File: config.mk
export PLATFORM = sky130hd
export DESIGN_NAME = hex_display_arbiter
export DESIGN_NICKNAME = d
export VERILOG_FILES = /design/src/rtl/hex_display_arbiter.sv
export SDC_FILE = /design/constraint.sdc
export NUM_CORES = 1
export LEC_CHECK = 0
export ABC_AREA = 0
export CAP_MARGIN = 10
export CORE_MARGIN = 3
export CORE_UTILIZATION = 30
export DETAILED_ROUTE_END_ITERATION = 7
export PLACE_DENSITY = 0.73
export SYNTH_ARGS = -nofsm -noshare
export SYNTH_HDL_FRONTEND = slang
export SYNTH_SLANG_ARGS = --single-unit
export TNS_END_PERCENT = 30
File: constraint.sdc
create_clock -name clk -period 4.1 [get_ports clk]
set_input_delay 0.82 -clock clk [delete_from_list [all_inputs] [get_ports clk]]
set_output_delay 0.82 -clock clk [all_outputs]
set_load 0.005 [all_outputs]
File: src/rtl/hex_display_arbiter.sv
// hex_display_arbiter: round-robin time-sharing of the six HEX digits among
// NREQ message sources. Each grant captures one 42-bit active-low pattern and
// holds it on the display for HOLD cycles, then pulses done and re-arbitrates.
// The last pattern stays on the digits while idle. All outputs are registered.

module hex_display_arbiter #(
  parameter int unsigned NREQ = 3,
  parameter int unsigned HOLD = 4
) (
  input  logic                   clk,
  input  logic                   rst,
  input  logic [NREQ-1:0]        req,
  input  logic [42*NREQ-1:0]     msg_in,
  output logic [NREQ-1:0]        gnt,
  output logic [NREQ-1:0]        done,
  output logic                   busy,
  output logic [6:0]             HEX0,
  output logic [6:0]             HEX1,
  output logic [6:0]             HEX2,
  output logic [6:0]             HEX3,
  output logic [6:0]             HEX4,
  output logic [6:0]             HEX5
);

  localparam int unsigned MSG_W = 42;
  localparam int unsigned SEG_W = 7;
  localparam int unsigned PTR_W = (NREQ > 1) ? $clog2(NREQ) : 1;
  localparam int unsigned CNT_W = (HOLD > 0) ? $clog2(HOLD + 1) : 1;

  typedef enum logic {
    IDLE,
    SHOW
  } state_t;

  state_t             state;
  logic [PTR_W-1:0]   last;
  logic [CNT_W-1:0]   cnt;
  logic               armed;

  logic               pick_valid;
  logic [PTR_W-1:0]   pick_idx;
  logic [MSG_W-1:0]   msg_arr [NREQ];
  logic [MSG_W-1:0]   pick_msg;

  // Split the flat message bus into one pattern per requester.
  for (genvar gi = 0; gi < int'(NREQ); gi++) begin : g_msg
    assign msg_arr[gi] = msg_in[gi*MSG_W +: MSG_W];
  end

  // Round-robin search: first set request after the last winner, wrapping.
  always_comb begin
    pick_valid = 1'b0;
    pick_idx   = '0;
    for (int k = 1; k <= int'(NREQ); k++) begin
      if (!pick_valid && req[PTR_W'((int'(last) + k) % int'(NREQ))]) begin
        pick_valid = 1'b1;
        pick_idx   = PTR_W'((int'(last) + k) % int'(NREQ));
      end
    end
  end

  assign pick_msg = msg_arr[pick_idx];

  // Grant/hold FSM with registered display, grant, done and busy outputs.
  // armed blocks arbitration on the first edge after reset release so the
  // earliest grant lands on the second edge.
  always_ff @(posedge clk or posedge rst) begin
    if (rst) begin
      state <= IDLE;
      last  <= PTR_W'(NREQ - 1);
      cnt   <= '0;
      armed <= 1'b0;
      gnt   <= '0;
      done  <= '0;
      busy  <= 1'b0;
      HEX0  <= 7'h7F;
      HEX1  <= 7'h7F;
      HEX2  <= 7'h7F;
      HEX3  <= 7'h7F;
      HEX4  <= 7'h7F;
      HEX5  <= 7'h7F;
    end else begin
      armed <= 1'b1;
      gnt   <= '0;
      done  <= '0;
      case (state)
        IDLE: begin
          if (armed && pick_valid) begin
            state <= SHOW;
            last  <= pick_idx;
            cnt   <= CNT_W'(HOLD - 1);
            gnt   <= NREQ'(1) << pick_idx;
            busy  <= 1'b1;
            HEX0  <= pick_msg[0*SEG_W +: SEG_W];
            HEX1  <= pick_msg[1*SEG_W +: SEG_W];
            HEX2  <= pick_msg[2*SEG_W +: SEG_W];
            HEX3  <= pick_msg[3*SEG_W +: SEG_W];
            HEX4  <= pick_msg[4*SEG_W +: SEG_W];
            HEX5  <= pick_msg[5*SEG_W +: SEG_W];
          end
        end
        SHOW: begin
          if (cnt != '0) begin
            cnt <= cnt - CNT_W'(1);
          end else begin
            state <= IDLE;
            busy  <= 1'b0;
            done  <= NREQ'(1) << last;
          end
        end
        default: begin
          state <= IDLE;
          busy  <= 1'b0;
        end
      endcase
    end
  end

endmodule

==> results of run 1 <==
## placed cells by master, fill, tap and decap left out, drive strengths merged, types with 2 or more instances in the layout
| cell | count |
|---|---|
| inv | 8 |
| and2 | 4 |
| nor2 | 4 |
| nand3b | 2 |
| nor3b | 3 |
| dfstp | 43 |
| o211ai | 42 |
| mux2 | 3 |
| mux2i | 6 |
| nor2b | 44 |
| clkdlybuf4s50 | 179 |
| nand2 | 49 |
| o21ai | 5 |
| a32oi | 42 |
| nand2b | 2 |
| o41ai | 2 |
| dfrtp | 13 |
| nand3 | 43 |
| buf | 7 |
| clkbuf | 8 |
| ha | 7 |
## through the flow
step	setup WS (ns)	hold slack (ns)	power, uW	instances	area, um2
after floorplan	1.74	0.472	2680	376	3560
after global placement	0.923	0.479	3440	664	5370
after detailed placement	0.756	0.484	3530	664	5370
after CTS	1.09	0.495	3980	672	5510
after global routing	0.920	0.516	4260	672	5510
final	1.07	0.491	3970	672	5510
## how the worst max path moves through the flow
stage	to	slack [ns]	cells past startpoint
final	HEX5[3]	1.07	6
after detailed placement	HEX0[0]	0.76	6
after global placement	HEX0[0]	0.92	7
after CTS	HEX0[0]	1.09	6
after floorplan	HEX0[3]	1.74	10
after global routing	HEX2[1]	0.92	6
## logic make-up (layout without fill, tap and decap cells)
group	count (synthesis)	in the layout	share of synthesized area [%]
xor gates and xnor gates	1	1	0.246
buffers and inverters	49	202	7.58
other	1	1	0.105
DFF	56	56	40.8
adders and majority gates	7	7	2.46
muxes	9	9	3.44
AOI/OAI and AO/OA	100	100	23.2
and+or+nand+nor	153	153	22.1
## where the power goes
group	internal, uW	leakage, uW	switching (uW)
Sequential	936	0.000615	132
Combinational	1070	0.00132	1400
Clock	244	0.0000712	190
## worst max-delay path, delay by kind of cell
| family | cells | cell delay (ns) |
|---|---|---|
| AND/OR/NAND/NOR | 1 | 0.77 |
| AO/OA/AOI/OAI | 2 | 0.61 |
| multiplexers | 2 | 0.42 |
| buffers and inverters | 1 | 0.54 |
## routing by layer
layer	GRT usage [%]	vias to the layer above	wire (um)
li1	-	1693	-
met1	23.1	1797	5150
met2	28.8	219	5630
met3	4.37	16	1130
met4	4.30	0	117
met5	0	-	0
## sequential cells by signal, indices dropped and copies added, names as in the netlist
signal	cells
HEX3	7
gnt	3
HEX5	7
last	2
HEX2	7
HEX0	7
cnt	3
state	1
armed	1
HEX4	7
done	3
HEX1	7
busy	1
## final cells by class
type	count	area, um2
Sequential cell	56	1460
Inverter	8	30.0
Tap cell	143	179
Timing Repair Buffer	186	1840
Multi-Input combinational cell	271	1860
Fill cell	1091	6000
Clock buffer	8	146
==> impl_metrics.ini, run 1 <==
[floorplan]
die-area_um2 = 13200
die_w_um = 115
ios = 180
fp.coreArea_um2 = 11500
die_h_um = 115
initial_core_util_pct = 30.9
row_count = 39

[clock_network]
cts_hold_buf = 0
cts_setup_buffers = 0
cts-buffers-inserted = 5
clk_pin_slew_ns = 0.07
cts-resized-gates = 0
clk_latency_ns = 0.29
cts_root_buffer = clkbuf_16
cts_buffer_depth = 2
cts_tree = done
htreeDepth = 2
clock-sinks = 56

[synth]
synth_edf_count = 0
syn_area_um2 = 3560
synth_area_leaders = dfstp_2 (32%), a32oi_1 (10%), dfrtp_1 (9.1%)
netlist_instances = 376
synth_top_area_cell = dfstp_2
synthTopCellsByCount = nand2_1 (49), dfstp_2 (43), nand3_1 (43), nor2b_1 (43)
synth.most_common_cell = nand2_1
synthArstFlopShare_pct = 100
synth_top_area_share_pct = 31.7
syn_area_per_cell_um2 = 9.48
synthFlopType = dfstp_2
synthesis.nets = 514
synth-seq-cells = 56
yosysWarningCount = 0
ys_types = 42
ys_seq_area_share_pct = 40.8

[drt]
vias = 3725
drtIter0Drc = 374
vias_per_cell = 5.54
routed_wl_mm = 12.0
wl_per_cell_um = 17.9
drc = 0
drt_pre_antenna_iters = 5
ant_nets = 0

[hold_path]
hold-path-endpoint = HEX2[2]
hold_start = HEX2[2]
hold_depth = 2
min_path_type = reg -> reg

[sta]
grt_setup_unrepaired = no
finalHoldViolCount = 0
finalMaxSlewViolations = 0
final.period_utilization_pct = 73.9
final.setup.tns_ns = 0
worstMarginPinSlew_ns = 0.931
setup-violations-final = 0
post-route-min-period_ns = 3.03
slew-limit-headroom_pct = 37.9
timing.fmax_mhz = 330
finClkSkew_ns = 0.00656

[final_layout]
post-route-util_pct = 47.9
nets = 666
drive_gt1_share_pct = 12.9
area_delta_synth_final_pct = 54.7
antenna_cells = 0

[worst_setup_path]
arrival_ns = 3.20
worstReg2RegStart = last[1]
slowest_delay_ns = 0.77
rrSetupSlack_ns = 1.10
crit_chain = clkdlybuf4s50_1, mux2i_1, mux2i_1, o41ai_4, or2_2, o211ai_1
cp_data_required_time_ns = 4.27
reg2regPathDepth = 8
cp_slowest_cell = or2_2
crit_type = in -> reg
path_max_fanout = 45
start_kind = input pin
r2r-end = HEX5[3]
worst_setup_path_end_kind = flip-flop
crit_top_cell = mux2i_1
crit_start = req[0]

[grt]
antenna_found_initial = 0
grt_pass1_wl_mm = 19.0
track_usage_pct = 17.5
grt_pass1_vias = 3815
gr-total-overflow = 0
grt_max_degree = 48

[power_and_ir_drop]
peakVddDrop_v = 0.000763
power_density_nw_per_um2 = 720
leakagePower_uw = 0.00201

[placed_design]
dp_hpwl_mm = 8.28
gp_congestion = 0.842
port-buffer-count = 179

[outcome]
status = complete, no violations

[run]
maxCapViolCount = 0
No activity file was read; power rests on OpenSTA's default activity.
==> run 2: changes to the inputs <==
Settings changed: PLACE_DENSITY 0.73 to 0.75.
Clock period 4.1 ns to 2.7 ns, I/O delays scaled along.
==> run 2 against run 1 <==
Largest power group unchanged. Clock power increased by 45%. Routed wire length decreased by 2.9%. Sequential power increased by 51%. Die area unchanged. Critical path depth increased by 2. Highest routed layer unchanged. Largest cell class is now buffers. Clock skew decreased by 0.00053 ns.
==> impl_metrics.ini, run 2 (synthesized netlist as in run 1, its figures left out) <==
[outcome]
status = complete, no violations

[sta]
layout_setup_ws_ns = 0.137
final.period_utilization_pct = 94.9
finalHoldViolCount = 0
setup-violations-final = 0
timing.fmax_mhz = 390
final.setup.tns_ns = 0
holdWs_ns = 0.444
finClkSkew_ns = 0.00603
grt_setup_unrepaired = no
post-route-min-period_ns = 2.56
finalMaxSlewViolations = 0

[placed_design]
dp_hpwl_mm = 8.50
port-buffer-count = 179
gp_congestion = 0.829
pre_cts_ws_ns = 0.0145
placed_area_um2 = 5480

[worst_setup_path]
worstReg2RegStart = last[1]
arrival_ns = 2.76
rrSetupSlack_ns = 0.14
path_max_fanout = 14
crit_type = reg -> reg
cp_data_required_time_ns = 2.90
crit_start = last[1]
reg2regPathDepth = 8
r2r-end = HEX1[3]
start_kind = flip-flop
worst_setup_path_end_kind = flip-flop

[clock_network]
htreeDepth = 2
clk_latency_ns = 0.29
cts_hold_buf = 0
cts_tree = done
clock-sinks = 56
cts_buffer_depth = 2
clk_pin_slew_ns = 0.07
cts_root_buffer = clkbuf_16
cts-buffers-inserted = 5

[drt]
routed_wl_mm = 11.7
ant_nets = 0
drtIter0Drc = 314
vias = 3627
vias_per_cell = 5.33
wl_per_cell_um = 17.2
drc = 0
drt_pre_antenna_iters = 4

[hold_path]
min_path_type = in -> async

[power_and_ir_drop]
p_int_uw = 3630
peakVddDrop_v = 0.000593
clkPwrFrac_pct = 10.1
leakagePower_uw = 0.00207
switching_share_pct = 42.0
p_sw_uw = 2620
combPwrFrac_pct = 64.1
seq_power_share_pct = 25.8
power_density_nw_per_um2 = 1110

[run]
maxCapViolCount = 0

[grt]
antenna_found_initial = 0
grt_pass1_vias = 3630
grt_max_degree = 46
track_usage_pct = 17.0
gr-total-overflow = 0
grt_pass1_wl_mm = 18.3

[final_layout]
n_fill_cell = 1073
nets = 674
final_cell_area_um2 = 5650
layout_common_cells = clkdlybuf4s50_1 (179), nand2_1 (49), dfstp_2 (43), nor2b_1 (43), nand3_1 (43)
post-route-util_pct = 49.1
layout_commonest_cell = clkdlybuf4s50_1
antenna_cells = 0
drive_gt1_share_pct = 14.3
area_delta_synth_final_pct = 58.7

[floorplan]
initial_core_util_pct = 30.9
die-area_um2 = 13200
row_count = 39
ios = 180
fp.coreArea_um2 = 11500
die_w_um = 115
die_h_um = 115
-- run 2: stage by stage --
| stage | cells | power (uW) |
|---|---|---|
| final | 680 | 6250 |
| after global routing | 680 | 6750 |
| after CTS | 679 | 6240 |
| after detailed placement | 671 | 5580 |
| after global placement | 671 | 5470 |
| after floorplan | 376 | 4080 |
-- run 2: critical path: stages (launching register included) --
cell      delay [ns]
dfstp_2         0.55
inv_1           0.08
ha_1            0.32
mux2i_2         0.26
mux2i_1         0.18
o41a_2          0.64
buf_4           0.24
nand3_1         0.10
o211ai_1        0.10
-- run 2: how the worst max path moves through the flow --
stage | slack [ns] | to | cells after the start
floorplan | 0.34 | HEX0[3] | 10
global placement | 0.11 | HEX1[4] | 7
detailed placement | 0.01 | HEX1[3] | 7
CTS | 0.08 | HEX1[3] | 7
global route | 0.03 | HEX1[3] | 8
finish | 0.14 | HEX1[3] | 8
-- run 2: layer usage --
metal | vias up | share of wire (%) | global-route usage, %
met2 | 194 | 48 | 29.3
met4 | 0 | 1.5 | 4.54
met5 | - | 0 | 0
met3 | 14 | 9.5 | 3.89
met1 | 1719 | 41 | 21.5
li1 | 1700 | - | -
-- run 2: power groups by stage --
stage                     Combinational, uW  Clock, uW  Sequential, uW
after floorplan                        2450          0            1630
after global placement                 3850          0            1620
after detailed placement               3950          0            1630
after CTS                              3960        656            1620
after global routing                   4390        691            1670
final                                  4010        631            1620
-- run 2: final cells by class --
cell class,count,area (um2),share of cell area [%]
repair buffers,194,1980,35.0
well taps,143,179,3.16
multi-input cells,271,1870,33.1
flip-flops and latches,56,1460,25.7
clock buffers,8,136,2.41
inverters,8,30.0,0.531
-- run 2: repair_timing --
item                       in CTS  in global routing
setup endpoints to repair       0                 31
hold endpoints to repair        0                  0
resized for setup               0                  4
buffers inserted                0                  1
==> run 3: changes to the inputs <==
Settings changed: CELL_PAD_IN_SITES_DETAIL_PLACEMENT from default to 2, CELL_PAD_IN_SITES_GLOBAL_PLACEMENT from default to 2, CORE_UTILIZATION 30 to 20, PLACE_DENSITY 0.75 to 0.86, SLEW_MARGIN from default to 10.
==> run 3 against run 2 <==
Sequential cell count stayed put. Fmax is 0.64% lower. Non-clock buffer count is 3 higher. Global-route usage is 1.6 points lower. Highest routed layer unchanged.
==> impl_metrics.ini, run 3 (synthesized netlist as in run 1, its figures left out) <==
[drt]
drtIter0Drc = 84
ant_nets = 0
vias = 3730
wl_per_cell_um = 19.7
vias_per_cell = 4.88
drt_pre_antenna_iters = 4
drc = 0
routed_wl_mm = 15.1

[power_and_ir_drop]
p_int_uw = 3630
leakagePower_uw = 0.00208
combPwrFrac_pct = 64.9
p_sw_uw = 2860
switching_share_pct = 44.1
power_density_nw_per_um2 = 1130
clkPwrFrac_pct = 9.9
peakVddDrop_v = 0.000461
power_uw = 6500
seq_power_share_pct = 25.2

[worst_setup_path]
worstReg2RegStart = last[1]
reg2regPathDepth = 7
r2r-end = HEX3[3]
slowest_delay_ns = 0.55
rrSetupSlack_ns = 0.12
worst_setup_path_end_kind = flip-flop
cp_slowest_cell = dfstp_2
path_max_fanout = 42
crit_chain = inv_1, ha_2, mux2_4, a221o_2, buf_12, a32oi_1, o211ai_1
crit_type = reg -> reg
cp_data_required_time_ns = 2.91
start_kind = flip-flop
arrival_ns = 2.79

[outcome]
status = complete, no violations

[placed_design]
dp_hpwl_mm = 11.3
gp_congestion = 0.800
placed_area_um2 = 5600
numPlacedInstances = 757
port-buffer-count = 179

[floorplan]
initial_core_util_pct = 20.5
die_h_um = 139
die-area_um2 = 19500
row_count = 48
die_w_um = 139
ios = 180
fp.coreArea_um2 = 17400

[clock_network]
cts_root_buffer = clkbuf_16
clk_latency_ns = 0.29
clock-sinks = 56
cts_setup_buffers = 0
cts-buffers-inserted = 5
htreeDepth = 2
cts_hold_buf = 0
cts_tree = done
cts_buffer_depth = 2
clk_pin_slew_ns = 0.07

[final_layout]
area_delta_synth_final_pct = 61.9
n_fill_cell = 1893
layout_common_cells = clkdlybuf4s50_1 (179), nand2_1 (49), dfstp_2 (43), nor2b_1 (43), nand3_1 (43)
drive_gt1_share_pct = 15.6
nets = 677
final_cell_area_um2 = 5770
layout_commonest_cell = clkdlybuf4s50_1
antenna_cells = 0
layoutNonFillerInstCount = 765

[sta]
worstMarginPinSlew_ns = 0.751
timing.fmax_mhz = 388
final.period_utilization_pct = 95.5
setup-violations-final = 0
finClkSkew_ns = 0.00499
grt_setup_unrepaired = yes
holdWs_ns = 0.497
post-route-min-period_ns = 2.58
finalMaxSlewViolations = 0
slew-limit-headroom_pct = 49.9
finalHoldViolCount = 0

[grt]
gr-total-overflow = 0
track_usage_pct = 15.4
grt_max_degree = 57
grt_pass1_wl_mm = 24.1
grt_pass1_vias = 4339
antenna_found_initial = 0

[run]
maxCapViolCount = 0

[hold_path]
hold-path-endpoint = HEX1[5]
min_path_type = reg -> reg
hold_start = HEX1[5]
hold_depth = 2
## run 3: power groups by stage
stage	Clock, uW	Combinational (uW)	Sequential [uW]
6_report	641	4220	1640
5_1_grt	710	4640	1690
4_1_cts	690	4270	1650
3_5_place_dp	0	4250	1660
3_3_place_gp	0	3990	1630
2_1_floorplan	0	2450	1630
## run 3: critical path: cells and delay by family (launching register included)
kind                     cells  cell delay [ns]
AO/OA/AOI/OAI                3             0.76
flip-flops                   1             0.55
adder cells (fa/ha/maj)      1             0.52
multiplexers                 1             0.36
buffers and inverters        2             0.29
## run 3: worst max path at each step
stage / start / end / cells after the start
after global routing: last[1] / HEX2[5] / 8
after CTS: last[1] / HEX0[1] / 8
after floorplan: last[1] / HEX0[3] / 10
after global placement: req[1] / HEX0[1] / 7
after detailed placement: req[1] / HEX0[1] / 7
final: last[1] / HEX3[3] / 7
## run 3: what timing repair did
item,in CTS,in global routing
endpoints found under the hold margin,0,0
gates resized for setup,1,6
setup endpoints to repair,10,47
## run 3: cell type report
class,instances,area (um2),share of cell area (%)
Sequential cell,56,1460,25.2
Multi-Input combinational cell,271,1880,32.7
Inverter,8,30.0,0.520
Clock buffer,7,133,2.30
Timing Repair Buffer,197,1980,34.3
Clock inverter,1,5.00,0.0867
Tap cell,225,282,4.88
## run 3: layer usage
layer	track usage, %	wire (um)
met5	0	0
met4	3.96	223
met3	3.44	893
met2	27.5	7690
met1	18.7	6260
## run 3: metrics by stage
stage,setup slack [ns],TNS [ns],util [%]
2_1_floorplan,0.336,0,-
3_3_place_gp,0.0915,0,32.3
3_5_place_dp,-0.0952,-1.44,32.3
4_1_cts,0.00720,0,33.1
5_1_grt,-0.0460,-0.0811,33.2
6_report,0.121,0,33.2
